==> config.mk <==
export PLATFORM = sky130hd
export DESIGN_NAME = strm_cred_responder_flat
export DESIGN_NICKNAME = d
export VERILOG_FILES = /design/src/rtl/strm_pkg.sv /design/src/rtl/axi_bus_t.sv /design/src/rtl/hull_fifo.sv /design/src/rtl/strm_resp_rd_engine.sv /design/src/rtl/strm_cred_responder.sv /design/src/flat_wrapper.sv
export SDC_FILE = /design/constraint.sdc
export NUM_CORES = 1
export LEC_CHECK = 0
export CAP_MARGIN = 20
export CELL_PAD_IN_SITES_DETAIL_PLACEMENT = 0
export CELL_PAD_IN_SITES_GLOBAL_PLACEMENT = 1
export CORE_AREA = 2 2 570 572
export CTS_CLUSTER_DIAMETER = 150
export DETAILED_ROUTE_END_ITERATION = 7
export DIE_AREA = 0 0 572 574
export PLACE_DENSITY_LB_ADDON = 0.3
export SKIP_LAST_GASP = 1
export SYNTH_ARGS = -nofsm -noshare
export SYNTH_HDL_FRONTEND = slang
export SYNTH_SLANG_ARGS = --single-unit
==> constraint.sdc <==
create_clock -name clk -period 9.6 [get_ports clk]
set_input_delay 0.96 -clock clk [delete_from_list [all_inputs] [get_ports clk]]
set_output_delay 0.96 -clock clk [all_outputs]
set_load 0.005 [all_outputs]
==> src/rtl/strm_pkg.sv <==
// Shared types, soft-register map and constants for the streaming credit responder.
// Latency: none, definitions only.
// Backpressure: none, definitions only.
package strm_pkg;
    localparam int AXI_ADDR_W    = 64;
    localparam int AXI_DATA_W    = 512;
    localparam int AXI_STRB_W    = AXI_DATA_W / 8;
    localparam int RD_WORDS      = AXI_DATA_W / 32;
    localparam int MAX_GRANT_DEF = 64;

    // Soft-register offsets: writes
    localparam logic [31:0] SR_R_CRED_ADDR = 32'h00;
    localparam logic [31:0] SR_W_CRED_ADDR = 32'h08;
    localparam logic [31:0] SR_PEND_R_ADD  = 32'h10;
    localparam logic [31:0] SR_PEND_W_ADD  = 32'h18;
    // Soft-register offsets: reads
    localparam logic [31:0] SR_PEND_R      = 32'h20;
    localparam logic [31:0] SR_PEND_W      = 32'h28;
    localparam logic [31:0] SR_R_BEATS     = 32'h30;
    localparam logic [31:0] SR_W_BEATS     = 32'h38;
    localparam logic [31:0] SR_B_COUNT     = 32'h40;
    localparam logic [31:0] SR_ERR         = 32'h48;
    localparam logic [31:0] SR_W_MISMATCH  = 32'h50;

    localparam int ERR_WLAST_MISSING = 0;
    localparam int ERR_WLAST_EARLY   = 1;

    typedef enum logic {RD_IDLE, RD_BURST} rd_state_t;

    typedef struct packed {
        logic        valid;
        logic        isWrite;
        logic [31:0] addr;
        logic [63:0] data;
    } SoftRegReq;

    typedef struct packed {
        logic        valid;
        logic [63:0] data;
    } SoftRegResp;

    // Credit top-up: clamps at all-ones instead of wrapping.
    function automatic logic [31:0] sat_add32(input logic [31:0] a, input logic [31:0] b);
        logic [32:0] s;
        s = {1'b0, a} + {1'b0, b};
        return s[32] ? 32'hFFFF_FFFF : s[31:0];
    endfunction
endpackage

==> src/rtl/axi_bus_t.sv <==
// AXI bus bundle; the master modport is the memory-side responder view.
// Latency: none, wires only.
// Backpressure: plain AXI valid/ready on every channel.
interface axi_bus_t #(
    parameter int ID_WIDTH = 16
);
    logic                              arvalid, arready;
    logic [ID_WIDTH-1:0]               arid;
    logic [strm_pkg::AXI_ADDR_W-1:0]   araddr;
    logic [7:0]                        arlen;
    logic                              rvalid, rready, rlast;
    logic [ID_WIDTH-1:0]               rid;
    logic [strm_pkg::AXI_DATA_W-1:0]   rdata;
    logic [1:0]                        rresp;
    logic                              awvalid, awready;
    logic [ID_WIDTH-1:0]               awid;
    logic [strm_pkg::AXI_ADDR_W-1:0]   awaddr;
    logic [7:0]                        awlen;
    logic                              wvalid, wready, wlast;
    logic [strm_pkg::AXI_DATA_W-1:0]   wdata;
    logic [strm_pkg::AXI_STRB_W-1:0]   wstrb;
    logic                              bvalid, bready;
    logic [ID_WIDTH-1:0]               bid;
    logic [1:0]                        bresp;

    modport master (
        input  arvalid, arid, araddr, arlen, output arready,
        output rvalid, rid, rdata, rresp, rlast, input rready,
        input  awvalid, awid, awaddr, awlen, output awready,
        input  wvalid, wdata, wstrb, wlast, output wready,
        output bvalid, bid, bresp, input bready
    );

    modport slave (
        output arvalid, arid, araddr, arlen, input arready,
        input  rvalid, rid, rdata, rresp, rlast, output rready,
        output awvalid, awid, awaddr, awlen, input awready,
        output wvalid, wdata, wstrb, wlast, input wready,
        input  bvalid, bid, bresp, output bready
    );
endinterface

==> src/rtl/hull_fifo.sv <==
// Generic synchronous FIFO with show-ahead output.
// Latency: pushed entry visible on dout the cycle after push.
// Backpressure: full drops pushes, empty ignores pops; TYPE!=0 reports full one entry early.
module HullFIFO #(
    parameter int TYPE      = 0,
    parameter int WIDTH     = 8,
    parameter int LOG_DEPTH = 4
) (
    input  logic             clk,
    input  logic             rst_n,
    input  logic             push,
    input  logic [WIDTH-1:0] din,
    input  logic             pop,
    output logic [WIDTH-1:0] dout,
    output logic             full,
    output logic             empty
);
    localparam int DEPTH = 1 << LOG_DEPTH;
    localparam logic [LOG_DEPTH:0] DEPTH_C = (LOG_DEPTH + 1)'(DEPTH);
    localparam logic [LOG_DEPTH:0] SLACK_C = (LOG_DEPTH + 1)'(DEPTH - 1);

    logic [WIDTH-1:0]     mem [DEPTH];
    logic [LOG_DEPTH-1:0] wr_ptr, rd_ptr;
    logic [LOG_DEPTH:0]   count;
    logic                 do_push, do_pop;

    assign full    = (TYPE == 0) ? (count == DEPTH_C) : (count >= SLACK_C);
    assign empty   = (count == '0);
    assign do_push = push && !full;
    assign do_pop  = pop && !empty;
    assign dout    = mem[rd_ptr];

    // Storage array, written on accepted push only.
    always_ff @(posedge clk) begin
        if (do_push) mem[wr_ptr] <= din;
    end

    // Pointer and occupancy tracking.
    always_ff @(posedge clk) begin
        if (!rst_n) begin
            wr_ptr <= '0;
            rd_ptr <= '0;
            count  <= '0;
        end else begin
            if (do_push) wr_ptr <= wr_ptr + LOG_DEPTH'(1);
            if (do_pop)  rd_ptr <= rd_ptr + LOG_DEPTH'(1);
            case ({do_push, do_pop})
                2'b10:   count <= count + (LOG_DEPTH + 1)'(1);
                2'b01:   count <= count - (LOG_DEPTH + 1)'(1);
                default: count <= count;
            endcase
        end
    end
endmodule

==> src/rtl/strm_resp_rd_engine.sv <==
// Read engine: accepts one AR burst at a time and returns mailbox grants or beat-index data.
// Latency: first R beat valid the cycle after AR accept, one beat per cycle when rready.
// Backpressure: arready only while idle; R beats hold until rready.
module strm_resp_rd_engine
    import strm_pkg::*;
#(
    parameter int ID_WIDTH = 16
) (
    input  logic                  clk,
    input  logic                  rst_n,
    input  logic                  en,
    input  logic                  arvalid,
    input  logic [ID_WIDTH-1:0]   arid,
    input  logic [AXI_ADDR_W-1:0] araddr,
    input  logic [7:0]            arlen,
    output logic                  arready,
    output logic                  rvalid,
    input  logic                  rready,
    output logic [ID_WIDTH-1:0]   rid,
    output logic [AXI_DATA_W-1:0] rdata,
    output logic [1:0]            rresp,
    output logic                  rlast,
    input  logic [AXI_ADDR_W-1:0] r_cred_addr,
    input  logic [AXI_ADDR_W-1:0] w_cred_addr,
    input  logic [31:0]           grant_r,
    input  logic [31:0]           grant_w,
    output logic                  poll_r,
    output logic                  poll_w,
    output logic                  r_fire
);
    rd_state_t           state_q, state_d;
    logic [ID_WIDTH-1:0] id_q;
    logic [7:0]          len_q, beat_q;
    logic                mbox_q;
    logic [31:0]         grant_q;
    logic                ar_fire;

    assign ar_fire = arvalid && arready;
    // The read mailbox wins when both credit addresses are programmed equal.
    assign poll_r  = ar_fire && (araddr == r_cred_addr);
    assign poll_w  = ar_fire && (araddr != r_cred_addr) && (araddr == w_cred_addr);
    assign r_fire  = rvalid && rready;
    assign rid     = id_q;
    assign rresp   = 2'b00;
    assign rlast   = (state_q == RD_BURST) && (beat_q == len_q);

    // State register plus burst context latched at AR accept.
    always_ff @(posedge clk) begin
        if (!rst_n) begin
            state_q <= RD_IDLE;
            id_q    <= '0;
            len_q   <= '0;
            beat_q  <= '0;
            mbox_q  <= 1'b0;
            grant_q <= '0;
        end else begin
            state_q <= state_d;
            if (ar_fire) begin
                id_q    <= arid;
                len_q   <= arlen;
                beat_q  <= '0;
                mbox_q  <= poll_r || poll_w;
                grant_q <= poll_r ? grant_r : grant_w;
            end else if (r_fire) begin
                beat_q  <= beat_q + 8'd1;
            end
        end
    end

    // Next state and handshake outputs.
    always_comb begin
        state_d = state_q;
        arready = 1'b0;
        rvalid  = 1'b0;
        case (state_q)
            RD_IDLE: begin
                arready = en;
                if (arvalid && en) state_d = RD_BURST;
            end
            RD_BURST: begin
                rvalid = 1'b1;
                if (rready && rlast) state_d = RD_IDLE;
            end
            default: state_d = RD_IDLE;
        endcase
    end

    // R data: grant in word 0 of beat 0 for mailbox polls, else beat index in every word.
    always_comb begin
        rdata = '0;
        if (mbox_q) begin
            if (beat_q == 8'd0) rdata[31:0] = grant_q;
        end else begin
            rdata = {RD_WORDS{32'(beat_q)}};
        end
    end
endmodule

==> src/rtl/strm_cred_responder.sv <==
// AXI memory-side responder for the credit protocol; STRM_RESP_WCHECK_EN adds W data pattern checking.
// Latency: R data 1 cycle after AR accept, B 1 cycle after closing W beat, soft-reg reads 1 cycle.
// Backpressure: one read burst in flight; AW queued up to 2^AW_LOG_DEPTH; W stalls while B is pending.
module strm_cred_responder
    import strm_pkg::*;
#(
    parameter int ID_WIDTH     = 16,
    parameter int MAX_GRANT    = MAX_GRANT_DEF,
    parameter int AW_LOG_DEPTH = 4
) (
    input  logic       clk,
    input  logic       rst_n,
    axi_bus_t.master   axi_s,
    input  SoftRegReq  softreg_req,
    output SoftRegResp softreg_resp
);
    localparam logic [31:0] MAX_GRANT_32 = 32'(MAX_GRANT);

    logic                  live;
    logic [AXI_ADDR_W-1:0] r_cred_addr, w_cred_addr;
    logic [31:0]           pend_r, pend_w, grant_r, grant_w, add_r, add_w;
    logic [31:0]           r_beats, w_beats, b_count, w_mismatch_rd;
    logic [1:0]            err;
    logic                  poll_r, poll_w, r_fire, sr_wr, sr_rd;
    logic [63:0]           rd_dat;

    // Write-side state
    logic [ID_WIDTH+7:0]   aw_head;
    logic [ID_WIDTH-1:0]   head_id;
    logic [7:0]            head_len;
    logic                  aw_full, aw_empty, aw_push;
    logic [15:0]           wbeat;
    logic                  w_fire, w_end, len_hit, b_fire, bvalid;
    logic [ID_WIDTH-1:0]   bid;

    assign sr_wr   = softreg_req.valid && softreg_req.isWrite;
    assign sr_rd   = softreg_req.valid && !softreg_req.isWrite;
    assign grant_r = (pend_r > MAX_GRANT_32) ? MAX_GRANT_32 : pend_r;
    assign grant_w = (pend_w > MAX_GRANT_32) ? MAX_GRANT_32 : pend_w;
    assign add_r   = (sr_wr && softreg_req.addr == SR_PEND_R_ADD) ? softreg_req.data[31:0] : 32'd0;
    assign add_w   = (sr_wr && softreg_req.addr == SR_PEND_W_ADD) ? softreg_req.data[31:0] : 32'd0;

    strm_resp_rd_engine #(.ID_WIDTH(ID_WIDTH)) u_rd (
        .clk(clk), .rst_n(rst_n), .en(live),
        .arvalid(axi_s.arvalid), .arid(axi_s.arid), .araddr(axi_s.araddr), .arlen(axi_s.arlen),
        .arready(axi_s.arready),
        .rvalid(axi_s.rvalid), .rready(axi_s.rready), .rid(axi_s.rid), .rdata(axi_s.rdata),
        .rresp(axi_s.rresp), .rlast(axi_s.rlast),
        .r_cred_addr(r_cred_addr), .w_cred_addr(w_cred_addr),
        .grant_r(grant_r), .grant_w(grant_w),
        .poll_r(poll_r), .poll_w(poll_w), .r_fire(r_fire)
    );

    HullFIFO #(.TYPE(0), .WIDTH(ID_WIDTH + 8), .LOG_DEPTH(AW_LOG_DEPTH)) u_aw_q (
        .clk(clk), .rst_n(rst_n),
        .push(aw_push), .din({axi_s.awid, axi_s.awlen}),
        .pop(w_end), .dout(aw_head), .full(aw_full), .empty(aw_empty)
    );

    // Readies stay low through reset and come up the cycle after release.
    assign axi_s.awready = live && !aw_full;
    assign aw_push       = axi_s.awvalid && axi_s.awready;
    assign head_id       = aw_head[ID_WIDTH+7:8];
    assign head_len      = aw_head[7:0];
    assign axi_s.wready  = live && !aw_empty && !bvalid;
    assign w_fire        = axi_s.wvalid && axi_s.wready;
    assign len_hit       = (wbeat == {8'd0, head_len});
    // A burst closes on wlast or on reaching awlen, whichever comes first.
    assign w_end         = w_fire && (axi_s.wlast || len_hit);
    assign b_fire        = bvalid && axi_s.bready;
    assign axi_s.bvalid  = bvalid;
    assign axi_s.bid     = bid;
    assign axi_s.bresp   = 2'b00;

    // Credit bookkeeping, soft-register config and read counters.
    always_ff @(posedge clk) begin
        if (!rst_n) begin
            live        <= 1'b0;
            r_cred_addr <= '0;
            w_cred_addr <= '0;
            pend_r      <= '0;
            pend_w      <= '0;
            r_beats     <= '0;
        end else begin
            live <= 1'b1;
            if (sr_wr && softreg_req.addr == SR_R_CRED_ADDR) r_cred_addr <= softreg_req.data;
            if (sr_wr && softreg_req.addr == SR_W_CRED_ADDR) w_cred_addr <= softreg_req.data;
            // Grant never exceeds pend, so the subtraction cannot underflow.
            pend_r <= sat_add32(pend_r - (poll_r ? grant_r : 32'd0), add_r);
            pend_w <= sat_add32(pend_w - (poll_w ? grant_w : 32'd0), add_w);
            if (r_fire) r_beats <= r_beats + 32'd1;
        end
    end

    // W beat tracking, B response generation and sticky protocol error flags.
    always_ff @(posedge clk) begin
        if (!rst_n) begin
            wbeat   <= '0;
            w_beats <= '0;
            b_count <= '0;
            bvalid  <= 1'b0;
            bid     <= '0;
            err     <= '0;
        end else begin
            if (w_fire) w_beats <= w_beats + 32'd1;
            if (w_end) begin
                wbeat  <= '0;
                bvalid <= 1'b1;
                bid    <= head_id;
            end else if (w_fire) begin
                wbeat  <= wbeat + 16'd1;
            end else if (b_fire) begin
                bvalid <= 1'b0;
            end
            if (b_fire) b_count <= b_count + 32'd1;
            if (w_fire && axi_s.wlast && !len_hit) err[ERR_WLAST_EARLY]   <= 1'b1;
            if (w_fire && !axi_s.wlast && len_hit) err[ERR_WLAST_MISSING] <= 1'b1;
        end
    end

`ifdef STRM_RESP_WCHECK_EN
    logic [AXI_DATA_W-1:0] w_expect;
    logic                  w_bad;
    logic [31:0]           w_mismatch;
    logic                  unused_ok;

    // Compare enabled bytes of each W beat against the beat-index pattern.
    always_comb begin
        w_expect = {RD_WORDS{32'(wbeat)}};
        w_bad    = 1'b0;
        for (int i = 0; i < AXI_STRB_W; i++) begin
            if (axi_s.wstrb[i] && (axi_s.wdata[8*i +: 8] != w_expect[8*i +: 8])) w_bad = 1'b1;
        end
    end

    // Saturating count of beats carrying at least one wrong byte.
    always_ff @(posedge clk) begin
        if (!rst_n)                                        w_mismatch <= '0;
        else if (w_fire && w_bad && w_mismatch != '1)      w_mismatch <= w_mismatch + 32'd1;
    end

    assign w_mismatch_rd = w_mismatch;
    assign unused_ok     = ^axi_s.awaddr;
`else
    logic unused_ok;
    assign w_mismatch_rd = '0;
    assign unused_ok     = ^{axi_s.awaddr, axi_s.wdata, axi_s.wstrb};
`endif

    // Soft-register read mux; unmapped offsets read zero.
    always_comb begin
        rd_dat = '0;
        case (softreg_req.addr)
            SR_PEND_R:     rd_dat = {32'd0, pend_r};
            SR_PEND_W:     rd_dat = {32'd0, pend_w};
            SR_R_BEATS:    rd_dat = {32'd0, r_beats};
            SR_W_BEATS:    rd_dat = {32'd0, w_beats};
            SR_B_COUNT:    rd_dat = {32'd0, b_count};
            SR_ERR:        rd_dat = {62'd0, err};
            SR_W_MISMATCH: rd_dat = {32'd0, w_mismatch_rd};
            default:       rd_dat = '0;
        endcase
    end

    // Registered soft-register response, one cycle after a read request.
    always_ff @(posedge clk) begin
        if (!rst_n) begin
            softreg_resp <= '0;
        end else begin
            softreg_resp.valid <= sr_rd;
            softreg_resp.data  <= rd_dat;
        end
    end
endmodule
==> src/flat_wrapper.sv <==
// flat-port wrapper written by rule: the top's interface ports become plain ports
module strm_cred_responder_flat import strm_pkg::*;
#(
    parameter int ID_WIDTH     = 16,
    parameter int MAX_GRANT    = MAX_GRANT_DEF,
    parameter int AW_LOG_DEPTH = 4
)
  (clk, rst_n, softreg_req, softreg_resp, axi_s_arvalid, axi_s_arid, axi_s_araddr, axi_s_arlen, axi_s_arready, axi_s_rvalid, axi_s_rid, axi_s_rdata, axi_s_rresp, axi_s_rlast, axi_s_rready, axi_s_awvalid, axi_s_awid, axi_s_awaddr, axi_s_awlen, axi_s_awready, axi_s_wvalid, axi_s_wdata, axi_s_wstrb, axi_s_wlast, axi_s_wready, axi_s_bvalid, axi_s_bid, axi_s_bresp, axi_s_bready);
  axi_bus_t #(.ID_WIDTH(ID_WIDTH)) axi_s_i ();
  input  logic clk;
  input  logic rst_n;
  input  SoftRegReq softreg_req;
  output SoftRegResp softreg_resp;
  input wire logic [$bits(axi_s_i.arvalid)-1:0] axi_s_arvalid;
  input wire logic [$bits(axi_s_i.arid)-1:0] axi_s_arid;
  input wire logic [$bits(axi_s_i.araddr)-1:0] axi_s_araddr;
  input wire logic [$bits(axi_s_i.arlen)-1:0] axi_s_arlen;
  output wire logic [$bits(axi_s_i.arready)-1:0] axi_s_arready;
  output wire logic [$bits(axi_s_i.rvalid)-1:0] axi_s_rvalid;
  output wire logic [$bits(axi_s_i.rid)-1:0] axi_s_rid;
  output wire logic [$bits(axi_s_i.rdata)-1:0] axi_s_rdata;
  output wire logic [$bits(axi_s_i.rresp)-1:0] axi_s_rresp;
  output wire logic [$bits(axi_s_i.rlast)-1:0] axi_s_rlast;
  input wire logic [$bits(axi_s_i.rready)-1:0] axi_s_rready;
  input wire logic [$bits(axi_s_i.awvalid)-1:0] axi_s_awvalid;
  input wire logic [$bits(axi_s_i.awid)-1:0] axi_s_awid;
  input wire logic [$bits(axi_s_i.awaddr)-1:0] axi_s_awaddr;
  input wire logic [$bits(axi_s_i.awlen)-1:0] axi_s_awlen;
  output wire logic [$bits(axi_s_i.awready)-1:0] axi_s_awready;
  input wire logic [$bits(axi_s_i.wvalid)-1:0] axi_s_wvalid;
  input wire logic [$bits(axi_s_i.wdata)-1:0] axi_s_wdata;
  input wire logic [$bits(axi_s_i.wstrb)-1:0] axi_s_wstrb;
  input wire logic [$bits(axi_s_i.wlast)-1:0] axi_s_wlast;
  output wire logic [$bits(axi_s_i.wready)-1:0] axi_s_wready;
  output wire logic [$bits(axi_s_i.bvalid)-1:0] axi_s_bvalid;
  output wire logic [$bits(axi_s_i.bid)-1:0] axi_s_bid;
  output wire logic [$bits(axi_s_i.bresp)-1:0] axi_s_bresp;
  input wire logic [$bits(axi_s_i.bready)-1:0] axi_s_bready;
  assign axi_s_i.arvalid = axi_s_arvalid;
  assign axi_s_i.arid = axi_s_arid;
  assign axi_s_i.araddr = axi_s_araddr;
  assign axi_s_i.arlen = axi_s_arlen;
  assign axi_s_arready = axi_s_i.arready;
  assign axi_s_rvalid = axi_s_i.rvalid;
  assign axi_s_rid = axi_s_i.rid;
  assign axi_s_rdata = axi_s_i.rdata;
  assign axi_s_rresp = axi_s_i.rresp;
  assign axi_s_rlast = axi_s_i.rlast;
  assign axi_s_i.rready = axi_s_rready;
  assign axi_s_i.awvalid = axi_s_awvalid;
  assign axi_s_i.awid = axi_s_awid;
  assign axi_s_i.awaddr = axi_s_awaddr;
  assign axi_s_i.awlen = axi_s_awlen;
  assign axi_s_awready = axi_s_i.awready;
  assign axi_s_i.wvalid = axi_s_wvalid;
  assign axi_s_i.wdata = axi_s_wdata;
  assign axi_s_i.wstrb = axi_s_wstrb;
  assign axi_s_i.wlast = axi_s_wlast;
  assign axi_s_wready = axi_s_i.wready;
  assign axi_s_bvalid = axi_s_i.bvalid;
  assign axi_s_bid = axi_s_i.bid;
  assign axi_s_bresp = axi_s_i.bresp;
  assign axi_s_i.bready = axi_s_bready;
  strm_cred_responder #(.ID_WIDTH(ID_WIDTH), .MAX_GRANT(MAX_GRANT), .AW_LOG_DEPTH(AW_LOG_DEPTH)) u_core (.clk(clk), .rst_n(rst_n), .axi_s(axi_s_i), .softreg_req(softreg_req), .softreg_resp(softreg_resp));
endmodule
==> results of run 1 <==
worst min-delay path: stages, from the launching register on:
cell and delay (ns):
dfxtp_1 0.30, nand2_1 0.04, a21boi_0 0.06
through the flow:
| step | total power, W | hold slack [ns] | cell area [sq um] | setup WS, ns | utilization |
|---|---|---|---|---|---|
| detailed placement | 0.00616 | 0.458 | 51300 | 0.556 | 0.159 |
| floorplan | 0.00554 | 0.440 | 45200 | 2.67 | - |
| finish | 0.0101 | 0.459 | 54800 | 1.48 | 0.170 |
| global route | 0.0107 | 0.486 | 54800 | 0.740 | 0.170 |
| CTS | 0.0103 | 0.447 | 54800 | 1.44 | 0.170 |
| global placement | 0.00618 | 0.451 | 51300 | 0.542 | 0.159 |
cell usage in the layout, fill, tap and decap left out, drive strengths merged, types with 27 or more instances in the layout:
master,instances
o21a,83
and2,191
dfxtp,440
and3,60
clkdlybuf4s50,439
o21ai,72
a222oi,32
mux4,118
xnor2,227
a21boi,182
buf,70
nor2,138
xor2,129
nor2b,57
nand2,432
nand3,52
conb,444
nor4,46
clkbuf,149
edfxtp,384
mux2i,27
inv,55
a21oi,149
a21o,73
nor3,31
nand4,66
a22oi,35
ha,139
registers in the layout (all words and copies together), names as in the netlist, 16 cells and up, named ones only:
name,flops
u_core.u_aw_q.mem,384
u_core.r_cred_addr,64
u_core.w_cred_addr,64
u_core.softreg_resp,33
u_core.b_count,32
u_core.pend_r,32
u_core.pend_w,32
u_core.r_beats,32
u_core.u_rd.grant_q,32
u_core.w_beats,32
u_core.axi_s.bid,16
u_core.u_rd.rid,16
u_core.wbeat,16
area by class of cell:
class	count	area (sq um)
clock inverter	39	423
inverter	52	195
antenna	8	20.0
sequential	824	20400
tap	4325	5410
clock buffer	149	3020
multi-input combinational	2950	20400
fill	35800	268000
timing repair buffer	509	4950
power by group:
group / internal (W) / total, W / switching, W
Sequential: 0.00379 / 0.00399 / 0.000204
Combinational: 0.000912 / 0.00211 / 0.00120
Clock: 0.00235 / 0.00402 / 0.00167
Total: 0.00705 / 0.0101 / 0.00307
synth_stat cells (73+ instances only):
| master | count | area share |
|---|---|---|
| o21a_1 | 83 | 0.014 |
| buf_4 | 509 | 0.088 |
| nor2_1 | 137 | 0.012 |
| xor2_1 | 128 | 0.026 |
| edfxtp_1 | 384 | 0.26 |
| mux4_2 | 118 | 0.061 |
| xnor2_1 | 227 | 0.046 |
| and2_1 | 190 | 0.027 |
| nand2_1 | 432 | 0.037 |
| ha_1 | 139 | 0.040 |
| a21o_1 | 73 | 0.013 |
| dfxtp_1 | 440 | 0.20 |
| clkbuf_1 | 140 | 0.012 |
| a21oi_1 | 149 | 0.017 |
| a21boi_0 | 181 | 0.031 |
path summary, 6_finish.rpt:
path	startpoint	cells past startpoint	to	slack [ns]
hold / removal	u_core.u_rd.rid[4]	2	u_core.u_rd.rid[4]	0.46
setup reg to reg	u_core.r_cred_addr[33]	35	u_core.pend_r[4]	1.94
setup / recovery	axi_s_araddr[55]	36	u_core.pend_r[4]	1.48
hold reg to reg	u_core.u_rd.rid[4]	2	u_core.u_rd.rid[4]	0.46
logic make-up after synthesis:
group | Yosys count
other | 2
muxes | 145
buffers and inverters | 725
adders and majority gates | 144
AOI/OAI and AO/OA | 709
xor gates and xnor gates | 356
DFF | 824
and+or+nand+nor | 1152
metal layers:
layer / vias up / share of wire / GRT usage
met2: 871 / 0.46 / 0.153
li1: 14300 / - / -
met4: 34 / 0.029 / 0.0273
met1: 14700 / 0.45 / 0.123
met5: - / 0.0014 / 0
met3: 225 / 0.057 / 0.0202
==> flow_metrics.env, run 1 <==
export IMPL_status="finished clean"
export IMPL_maxSlewViolCount=0
export IMPL_rsz0062_at_grt="false"
export IMPL_clk_path_buf_depth=4
export IMPL_drc=0
export IMPL_syn_avg_cell_area_sq_um=10.7
export IMPL_routed_wl_um=160000
export IMPL_ir_drop_uv=154
export IMPL_setup_tns_ns=0
export IMPL_synthXorXnorAreaFrac=0.0717
export IMPL_synth_fa_ha_area_frac=0.0422
export IMPL_finalWorstPathRequiredPeriod_ns=8.12
export IMPL_leakagePower_nw=19.0
export IMPL_clk_latency_ns=0.84
export IMPL_min_period_over_period=0.845
export IMPL_start_util=0.135
export IMPL_synth_flop_cell="dfxtp_1"
export IMPL_core_region_area_sq_um=323000
export IMPL_critical_path_peak_fanout=30
export IMPL_max_slew_margin_rel=0.261
export IMPL_yosys_warnings=0
export IMPL_drtAntennaViolNets=0
export IMPL_syn2layout_area_growth_pct=25.7
export IMPL_die_h_um=574
export IMPL_drtIter0Drc=1818
export IMPL_grt_pass1_wl_um=222000
export IMPL_worst_setup_path_type="input port to flip-flop"
export IMPL_synth_mux_area_frac=0.0672
export IMPL_synth_top_family_by_area="simple AND/OR/NAND/NOR gates"
export IMPL_hpwl_um=118000
export IMPL_skew_ns=0.0507
export IMPL_async_reset_ff_frac=0
export IMPL_cap_violations=0
export IMPL_netlist_area_sq_um=43600
export IMPL_clock_sinks=824
export IMPL_dieArea_sq_um=328000
export IMPL_max_stage_delay_ns=0.79
export IMPL_synth_cell_types=75
export IMPL_drt_first_pass_iters=8
export IMPL_drive_gt1_frac=0.0878
export IMPL_synth_edf_count=384
export IMPL_wl_per_cell_um=18.1
export IMPL_final_hold_viol_count=0
export IMPL_hold_path_class="flip-flop to flip-flop"
export IMPL_antenna_found_initial=54
export IMPL_grt_overflow=0
export IMPL_worst_pin_slew_ns=1.10
export IMPL_crit_arrival_ns=8.86
export IMPL_post_cts_buffers=0
export IMPL_fin_cells=8856
export IMPL_power_density_nw_per_um2=185
export IMPL_grt_max_degree=184
export IMPL_post_place_cells=8660
export IMPL_endpoint_kind="flip-flop"
export IMPL_vias_per_cell=3.40
export IMPL_io_pin_count=1477
export IMPL_clockRootBuffer="clkbuf_16"
export IMPL_cts_buffers=110
export IMPL_synth_simple_gate_area_share=0.132
export IMPL_clk_pin_slew_ns=0.06
export IMPL_cts_repair_resized=0
export IMPL_detailroute_via_count=30100
export IMPL_cts_htree_levels=3
export IMPL_io_buffers=440
export IMPL_floorplan_rows=209
export IMPL_die_x_um=572
export IMPL_yosysSeqAreaShare=0.467
export IMPL_crit_family="compound AO/OA/AOI/OAI gates"
export IMPL_start_kind="input port"
export IMPL_crit_buf_inv=5
export IMPL_cp_required_ns=10.34
export IMPL_max_freq_ghz=0.123
export IMPL_ys_ff_latch=824
export IMPL_netlist_instances=4057
export IMPL_grt_pass1_vias=29800
export IMPL_finalSetupViolCount=0
export IMPL_fin_nets=5449
export IMPL_crit_slowest_cell="a2111oi_0"
export IMPL_holdBufCountCts=0
export IMPL_cts_tree="done"
export IMPL_routabilityCongestion=0.780
export IMPL_synth_compound_area_frac=0.113
export IMPL_track_usage=0.0938
No activity file was read; power rests on OpenSTA's default activity.
==> run 2: changes to the inputs <==
==> constraint.sdc (replaced) <==
create_clock -name clk -period 7.8 [get_ports clk]
set_input_delay 0.78 -clock clk [delete_from_list [all_inputs] [get_ports clk]]
set_output_delay 0.78 -clock clk [all_outputs]
set_load 0.005 [all_outputs]
==> flow_metrics.env, run 2 (synthesized netlist as in run 1, its figures left out) <==
export IMPL_clockRootBuffer="clkbuf_16"
export IMPL_drtIter0Drc=2031
export IMPL_routabilityCongestion=0.783
export IMPL_wl_per_cell_um=17.8
export IMPL_antenna_found_initial=56
export IMPL_largest_reg_flops=384
export IMPL_finalSetupViolCount=0
export IMPL_track_usage=0.0956
export IMPL_maxSlewViolCount=0
export IMPL_cap_violations=0
export IMPL_max_freq_ghz=0.137
export IMPL_p_int_w=0.00922
export IMPL_skew_ns=0.0578
export IMPL_fillers=35800
export IMPL_hold_depth=3
export IMPL_finalWorstPathRequiredPeriod_ns=7.30
export IMPL_drive_gt1_frac=0.144
export IMPL_core_region_area_sq_um=323000
export IMPL_detailroute_via_count=30900
export IMPL_max_stage_delay_ns=0.62
export IMPL_vias_per_cell=3.38
export IMPL_crit_arrival_ns=8.05
export IMPL_die_x_um=572
export IMPL_fin_hold_ws_ns=0.327
export IMPL_reg2reg_depth=33
export IMPL_cpMostUsedCell="buf_4"
export IMPL_cp_required_ns=8.54
export IMPL_cts_tree="done"
export IMPL_p_sw_w=0.00400
export IMPL_drc=4
export IMPL_drt_first_pass_iters=8
export IMPL_grt_max_degree=171
export IMPL_clk_pin_slew_ns=0.06
export IMPL_worst_setup_path_type="input port to flip-flop"
export IMPL_clk_latency_ns=0.85
export IMPL_critical_path_peak_fanout=5
export IMPL_ir_drop_uv=160
export IMPL_post_cts_buffers=0
export IMPL_holdBufCountCts=0
export IMPL_status="complete, but fails checks"
export IMPL_leakagePower_nw=20.4
export IMPL_io_pin_count=1477
export IMPL_final_cell_mix="444 x conb_1, 439 x clkdlybuf4s50_1, 436 x dfxtp_1"
export IMPL_syn2layout_area_growth_pct=31.0
export IMPL_setup_tns_ns=0
export IMPL_die_h_um=574
export IMPL_grt_overflow=0
export IMPL_fin_nets=5716
export IMPL_layout_commonest_cell="conb_1"
export IMPL_grt_pass1_wl_um=227000
export IMPL_use_met1=0.124
export IMPL_grt_pass1_vias=30600
export IMPL_hpwl_um=120000
export IMPL_pwr_share_seq=0.366
export IMPL_max_slew_margin_rel=0.145
export IMPL_floorplan_rows=209
export IMPL_regToRegSetupSlack_ns=0.72
export IMPL_start_util=0.135
export IMPL_drtAntennaViolNets=0
export IMPL_grt_busiest_layer="met2"
export IMPL_endpoint_kind="flip-flop"
export IMPL_min_period_over_period=0.936
export IMPL_p_comb_frac=0.245
export IMPL_regMostFlops="u_core.u_aw_q.mem"
export IMPL_clock_sinks=824
export IMPL_swShare=0.302
export IMPL_p_clk_frac=0.389
export IMPL_io_buffers=440
export IMPL_routed_wl_um=163000
export IMPL_dieArea_sq_um=328000
export IMPL_largest_registers="u_core.u_aw_q.mem x384, u_core.r_cred_addr x64, u_core.w_cred_addr x64"
export IMPL_clk_path_buf_depth=4
export IMPL_cts_htree_levels=3
export IMPL_crit_slowest_cell="clkdlybuf4s50_1"
export IMPL_cts_buffers=113
export IMPL_met3_usage=0.0215
export IMPL_grt_util_met2=0.157
export IMPL_final_hold_viol_count=0
export IMPL_start_kind="input port"
export IMPL_power_density_nw_per_um2=232
export IMPL_violations="design-rule violations"
export IMPL_worst_pin_slew_ns=1.28
export IMPL_hold_path_class="input port to flip-flop"
-- run 2: metal layers --
metal,up-vias,routed length (um)
met5,-,244
met4,40,4570
met3,232,9820
met2,876,76000
met1,15000,72300
li1,14800,-
-- run 2: critical path: cells and delay by family --
family / cells / cell delay [ns]
adders and majority gates: 3 / 0.89
buffers and inverters: 5 / 1.31
xor gates and xnor gates: 3 / 0.50
AOI/OAI and AO/OA: 16 / 3.17
and+or+nand+nor: 7 / 1.37
-- run 2: final timing paths --
kind | start | endpoint
worst max-delay path | axi_s_araddr[33] | u_core.pend_w[30]
worst max register to register | u_core.r_cred_addr[43] | u_core.pend_w[30]
worst min-delay path | rst_n | u_core.softreg_resp[64]
worst min register to register | u_core.u_rd.rid[13] | u_core.u_rd.rid[13]
-- run 2: power by group through the flow --
stage          clock [W]  combinational, W  sequential (W)
2_1_floorplan          0           0.00198         0.00483
3_3_place_gp           0           0.00322         0.00494
3_5_place_dp           0           0.00321         0.00493
4_1_cts          0.00536           0.00324         0.00485
5_1_grt          0.00552           0.00358         0.00486
6_report         0.00514           0.00324         0.00484
-- run 2: per-stage QoR --
step                power [W]  cell area, sq um  instances  worst slack (ns)   util
floorplan             0.00682             45200       4499              1.05      -
global placement      0.00816             53300       8923            -0.980  0.165
detailed placement    0.00814             53300       8923            -0.890  0.165
CTS                    0.0135             56900       9130            0.0771  0.176
global route           0.0140             57100       9136         -0.000975  0.177
finish                 0.0132             57100       9144             0.495  0.177
-- run 2: repair_timing --
action	CTS	global route
setup endpoints to repair	2	64
pin swaps	0	3
resized for setup	1	21
-- run 2: area by class of cell --
type | count | area (sq um) | share of cell area
Clock buffer | 152 | 3120 | 0.0546
Inverter | 52 | 195 | 0.00342
Sequential cell | 824 | 20400 | 0.356
Antenna cell | 13 | 32.5 | 0.000570
Multi-Input combinational cell | 2950 | 20500 | 0.359
Timing Repair Buffer | 773 | 6960 | 0.122
Tap cell | 4325 | 5410 | 0.0948
Clock inverter | 55 | 517 | 0.00905
